==> src/rtl/execute_divider_if.sv <==
// Handshake/result bundle between execute decode and the iterative divider.
interface execute_divider_if;
  logic        start;
  logic        signed_div;
  logic [31:0] dividend;
  logic [31:0] divisor;
  logic        annul;
  logic        stall_request;
  logic        div_HILO_enabler;
  logic [31:0] div_HILO_HI;
  logic [31:0] div_HILO_LO;

  modport master (
    output start, signed_div, dividend, divisor, annul,
    input  stall_request, div_HILO_enabler, div_HILO_HI, div_HILO_LO
  );

  modport slave (
    input  start, signed_div, dividend, divisor, annul,
    output stall_request, div_HILO_enabler, div_HILO_HI, div_HILO_LO
  );
endinterface

==> src/rtl/execute_divider.sv <==
// Iterative restoring 32-bit divider for MIPS DIV/DIVU.
// One quotient bit per cycle; result presented as a one-cycle HI/LO write.
// Optional macro EXECUTE_DIVIDER_SIGNED_EN compiles in signed (DIV) support;
// without it every operation is unsigned.
module execute_divider (
  input  logic              clk,
  input  logic              rst,
  execute_divider_if.slave  bus
);

  typedef enum logic [1:0] {IDLE, BUSY, DONE} state_t;

  state_t      state, state_next;
  logic [5:0]  count;
  logic [31:0] rem, quot, dvs, dvd_raw;
  logic        dvz;
  logic        en_r;
  logic [31:0] hi_r, lo_r;

  logic        accept, finish;
  logic [32:0] shifted, diff;
  logic [31:0] rem_step, quot_step;
  logic [31:0] a_abs, b_abs;
  logic [31:0] hi_fin, lo_fin;

`ifdef EXECUTE_DIVIDER_SIGNED_EN
  logic neg_a, neg_b, neg_q, neg_r;
  assign neg_a = bus.signed_div & bus.dividend[31];
  assign neg_b = bus.signed_div & bus.divisor[31];
  assign a_abs = neg_a ? (~bus.dividend + 32'd1) : bus.dividend;
  assign b_abs = neg_b ? (~bus.divisor + 32'd1) : bus.divisor;
`else
  logic sd_unused;
  assign sd_unused = bus.signed_div;
  assign a_abs     = bus.dividend;
  assign b_abs     = bus.divisor;
`endif

  assign accept = (state == IDLE) && bus.start && !bus.annul;
  assign finish = (state == BUSY) && !bus.annul && (dvz || count == 6'd31);

  // One restoring step: shift in next dividend bit, keep difference if it fits
  always_comb begin
    shifted   = {rem, quot[31]};
    diff      = shifted - {1'b0, dvs};
    rem_step  = shifted[31:0];
    quot_step = {quot[30:0], 1'b0};
    if (!diff[32]) begin
      rem_step  = diff[31:0];
      quot_step = {quot[30:0], 1'b1};
    end
  end

  // Final HI/LO value: zero-divisor override, then sign fix-up
  always_comb begin
    hi_fin = rem_step;
    lo_fin = quot_step;
`ifdef EXECUTE_DIVIDER_SIGNED_EN
    if (neg_r) hi_fin = ~rem_step + 32'd1;
    if (neg_q) lo_fin = ~quot_step + 32'd1;
`endif
    if (dvz) begin
      hi_fin = dvd_raw;
      lo_fin = 32'hFFFF_FFFF;
    end
  end

  // State register
  always_ff @(posedge clk) begin
    if (rst) state <= IDLE;
    else     state <= state_next;
  end

  // Next-state and stall generation
  always_comb begin
    state_next        = state;
    bus.stall_request = 1'b0;
    case (state)
      IDLE: begin
        bus.stall_request = bus.start && !bus.annul;
        if (accept) state_next = BUSY;
      end
      BUSY: begin
        bus.stall_request = 1'b1;
        if (bus.annul)  state_next = IDLE;
        else if (finish) state_next = DONE;
      end
      DONE:    state_next = IDLE;
      default: state_next = IDLE;
    endcase
  end

  // Operand latch, iteration and result registers
  always_ff @(posedge clk) begin
    if (rst) begin
      count   <= 6'd0;
      rem     <= 32'd0;
      quot    <= 32'd0;
      dvs     <= 32'd0;
      dvd_raw <= 32'd0;
      dvz     <= 1'b0;
      en_r    <= 1'b0;
      hi_r    <= 32'd0;
      lo_r    <= 32'd0;
`ifdef EXECUTE_DIVIDER_SIGNED_EN
      neg_q   <= 1'b0;
      neg_r   <= 1'b0;
`endif
    end else begin
      en_r <= 1'b0;
      if (accept) begin
        count   <= 6'd0;
        rem     <= 32'd0;
        quot    <= a_abs;
        dvs     <= b_abs;
        dvd_raw <= bus.dividend;
        dvz     <= (bus.divisor == 32'd0);
`ifdef EXECUTE_DIVIDER_SIGNED_EN
        neg_q   <= neg_a ^ neg_b;
        neg_r   <= neg_a;
`endif
      end else if (state == BUSY && !bus.annul) begin
        rem   <= rem_step;
        quot  <= quot_step;
        count <= count + 6'd1;
        if (finish) begin
          en_r <= 1'b1;
          hi_r <= hi_fin;
          lo_r <= lo_fin;
        end
      end
    end
  end

  // A flush in DONE drops the write for that cycle
  assign bus.div_HILO_enabler = en_r && !bus.annul;
  assign bus.div_HILO_HI      = hi_r;
  assign bus.div_HILO_LO      = lo_r;

endmodule

==> src/flat_wrapper.sv <==
// flat-port wrapper written by rule: the top's interface ports become plain ports
module execute_divider_flat 
  (clk, rst, bus_start, bus_signed_div, bus_dividend, bus_divisor, bus_annul, bus_stall_request, bus_div_HILO_enabler, bus_div_HILO_HI, bus_div_HILO_LO);
  execute_divider_if bus_i ();
  input  logic clk;
  input  logic rst;
  input wire logic [$bits(bus_i.start)-1:0] bus_start;
  input wire logic [$bits(bus_i.signed_div)-1:0] bus_signed_div;
  input wire logic [$bits(bus_i.dividend)-1:0] bus_dividend;
  input wire logic [$bits(bus_i.divisor)-1:0] bus_divisor;
  input wire logic [$bits(bus_i.annul)-1:0] bus_annul;
  output wire logic [$bits(bus_i.stall_request)-1:0] bus_stall_request;
  output wire logic [$bits(bus_i.div_HILO_enabler)-1:0] bus_div_HILO_enabler;
  output wire logic [$bits(bus_i.div_HILO_HI)-1:0] bus_div_HILO_HI;
  output wire logic [$bits(bus_i.div_HILO_LO)-1:0] bus_div_HILO_LO;
  assign bus_i.start = bus_start;
  assign bus_i.signed_div = bus_signed_div;
  assign bus_i.dividend = bus_dividend;
  assign bus_i.divisor = bus_divisor;
  assign bus_i.annul = bus_annul;
  assign bus_stall_request = bus_i.stall_request;
  assign bus_div_HILO_enabler = bus_i.div_HILO_enabler;
  assign bus_div_HILO_HI = bus_i.div_HILO_HI;
  assign bus_div_HILO_LO = bus_i.div_HILO_LO;
  execute_divider u_core (.clk(clk), .rst(rst), .bus(bus_i));
endmodule
==> config.mk <==
export PLATFORM = sky130hd
export DESIGN_NAME = execute_divider_flat
export DESIGN_NICKNAME = d
export VERILOG_FILES = /design/src/rtl/execute_divider_if.sv /design/src/rtl/execute_divider.sv /design/src/flat_wrapper.sv
export SDC_FILE = /design/constraint.sdc
export NUM_CORES = 1
export LEC_CHECK = 0
export CORE_ASPECT_RATIO = 2
export CORE_MARGIN = 2
export CORE_UTILIZATION = 55
export CTS_BUF_LIST = sky130_fd_sc_hd__clkbuf_4
export CTS_CLUSTER_DIAMETER = 200
export CTS_CLUSTER_SIZE = 12
export DETAILED_ROUTE_END_ITERATION = 10
export PLACE_DENSITY = 0.8
export SYNTH_ARGS = -nofsm -noshare
export SYNTH_HDL_FRONTEND = slang
export SYNTH_SLANG_ARGS = --single-unit
==> constraint.sdc <==
create_clock -name clk -period 3.35 [get_ports clk]
set_input_delay 0.67 -clock clk [delete_from_list [all_inputs] [get_ports clk]]
set_output_delay 0.67 -clock clk [all_outputs]
set_load 0.05 [all_outputs]
==> flow_summary.yaml <==
placed_design:
  place.gp.congestion: 0.938
  dp_hpwl_um: 23200
  port_buffers: 133
  place_area_um2: 11900
routing:
  drt_first_pass_iters: 7
  viasPerCell: 6.11
  routed_wl_um: 31300
  drc: 0
  drtIter0Drc: 567
  routedWlPerCell_um: 19.1
  vias: 10000
  postRouteAntennaNets: 0
global_routing:
  grt_max_degree: 153
  grt_pass1_vias: 9715
  grt_usage_pct: 31.2
  antenna_found_initial: 1
  grt_pass1_wl_um: 49300
  grt-ovfl-total: 0
sta:
  maxSlewHeadroom_pct: 12.1
  fin_crit_sh_pct: 95.6
  hold_violations: 0
  finClkSkew_ps: 56.9
  rsz0062_at_grt: "no"
  worst-slew-pin-transition_ps: 1310
  hold_slack_ps: 462
  fmax_ghz: 0.312
  finalSetupTns_ps: 0
  fin_crit_ps: 3200
  maxSlewViolCount: 0
  setup_violations: 0
synthesis:
  netlist_instances: 1320
  synth_edf_count: 0
  ys.warnings.count: 0
  synth_nets: 1423
  synth_cell_type_count: 72
  synth_seq_cells: 202
  synthFlopType: "dfxtp_1"
  seq_area_frac_synth_pct: 39.5
  syn_avg_cell_area_um2: 7.75
  syn_area_um2: 10200
  synth-async-reset-ratio_pct: 0
clocking:
  htreeDepth: 1
  clk_pin_slew_ps: 130
  cts_resized: 0
  holdBufCountCts: 0
  cts_made_buffers: 20
  clockBufferDepth: 3
  cts_tree: "built"
  cts_setup_buffers: 0
  clock-sinks: 202
  cts_root_buffer: "clkbuf_4"
  clkLatencyLatePin_ps: 650
worst_setup_path:
  worstRegToRegCells: 14
  rr_endpoint: "u_core.bus.div_HILO_HI[17]"
  regToRegSetupSlack_ps: 150
  start_kind: "register"
  rr_startpoint: "u_core.quot[31]"
  crit_type: "register to register"
  end_kind: "register"
  critical_path.max_fanout: 19
  cp.required_ps: 3820
  arrival_ps: 3670
worst_hold_path:
  hp-start: "u_core.dvd_raw[6]"
  holdPathStages: 2
  min_path_type: "register to register"
  whs_endpoint: "u_core.dvd_raw[6]"
outcome:
  status: "completed"
die:
  num_io_pins: 135
  coreArea_um2: 18200
  die_h_um: 197
  start_util_pct: 56.1
  die_x_um: 100
  dieArea_um2: 19800
  num_rows: 70
pwr:
  p_leak_nw: 4.57
  p_per_area_nw_per_um2: 420
  vdd_drop_max_mv: 0.380
  finalPower_w: 0.00505
cells_and_area:
  syn_to_final_growth_pct: 17.7
  finalInstanceArea_um2: 12000
  layout_commonest_cell: "nand2_1"
  drive_gt1_share_pct: 7.75
  final_net_count: 1523
  final_cell_mix: "231 x nand2_1, 201 x dfxtp_1, 131 x clkdlybuf4s50_1"
job:
  cap_viol_max_count: 0
## area by class of cell
cell class,count,area [um^2]
fill,1619,6180
multi-input combinational,974,5640
sequential,202,4050
timing repair buffer,173,1740
tap,216,270
inverter,49,184
clock buffer,21,158
clock inverter,1,3.75
antenna,1,2.50
## layer usage
layer / share of wire (%) / wire length, um / track usage (%)
met1: 37 / 11700 / 34.4
met2: 54 / 16800 / 58.5
met3: 4.2 / 1310 / 3.01
met4: 4.8 / 1510 / 14.4
met5: 0 / 0 / 0
## worst max-delay path by stage
stage | from | to | slack (ps) | cells after the start
2_1_floorplan | u_core.quot[31] | u_core.bus.div_HILO_HI[30] | 410 | 13
3_3_place_gp | u_core.quot[31] | u_core.bus.div_HILO_HI[23] | 160 | 14
3_5_place_dp | u_core.quot[31] | u_core.bus.div_HILO_HI[22] | 130 | 14
4_1_cts | u_core.quot[31] | u_core.bus.div_HILO_HI[17] | 90 | 14
5_1_grt | u_core.quot[31] | u_core.bus.div_HILO_HI[28] | 9 | 14
6_report | u_core.quot[31] | u_core.bus.div_HILO_HI[17] | 150 | 14
## power by group
part | leakage [nW] | switching, W | internal, W
Combinational | 2.83 | 0.000879 | 0.000603
Clock | 0.0982 | 0.000754 | 0.000292
Sequential | 1.64 | 0.0000501 | 0.00247
Total | 4.57 | 0.00168 | 0.00337
## state kept, by name, indices dropped and copies added, names as in the netlist
name / count
u_core.bus.div_HILO_HI: 32
u_core.bus.div_HILO_LO: 32
u_core.dvd_raw: 32
u_core.dvs: 32
u_core.quot: 32
u_core.rem: 32
u_core.count: 6
u_core.state: 2
u_core.dvz: 1
u_core.en_r: 1
## cell usage after synthesis (11+ instances only)
| library cell | n | area, um^2 |
|---|---|---|
| a21o_1 | 20 | 150 |
| a211oi_1 | 18 | 135 |
| buf_1 | 11 | 41.3 |
| a21oi_1 | 131 | 656 |
| nand3_1 | 48 | 240 |
| nor3_1 | 76 | 380 |
| o41ai_2 | 16 | 260 |
| o21ai_0 | 52 | 260 |
| clkbuf_1 | 70 | 263 |
| xnor2_1 | 15 | 131 |
| o211ai_1 | 16 | 120 |
| nand2_1 | 231 | 867 |
| inv_1 | 48 | 180 |
| xor2_1 | 12 | 105 |
| nor2_1 | 119 | 447 |
| dfxtp_1 | 202 | 4040 |
| a31oi_1 | 31 | 194 |
| and3_1 | 20 | 125 |
| a311oi_1 | 27 | 236 |
| ha_1 | 33 | 413 |
## cells by family (layout without fill, tap and decap cells)
| kind of cell | Yosys count | in the layout | share of synthesized area (%) |
|---|---|---|---|
| mux | 3 | 3 | 0.465 |
| other cells | 0 | 1 | 0 |
| compound gates | 360 | 360 | 23.8 |
| xor+xnor | 27 | 27 | 2.31 |
| buf+inv | 144 | 244 | 5.69 |
| flops | 202 | 202 | 39.5 |
| simple gates | 550 | 550 | 24.0 |
| fa+ha+maj | 34 | 34 | 4.23 |
## stage by stage
step / setup slack, ps / cells / utilization, %
3_5_place_dp: 134 / 1614 / 65.2
6_report: 147 / 1637 / 66.1
2_1_floorplan: 412 / 1320 / -
5_1_grt: 8.77 / 1637 / 66.1
4_1_cts: 90.8 / 1636 / 66.1
3_3_place_gp: 160 / 1614 / 65.2
## worst max-delay path, stage by stage (launching register included)
cell	delay [ps]
dfxtp_1	350
inv_1	70
ha_1	210
fa_1	430
nand2b_1	190
a21oi_2	210
o21ai_1	130
o21ai_1	160
buf_4	160
a21oi_4	70
mux2i_4	230
buf_12	190
and3_2	210
a211oi_1	300
o41ai_1	120
(Power assumes the default switching activity.)
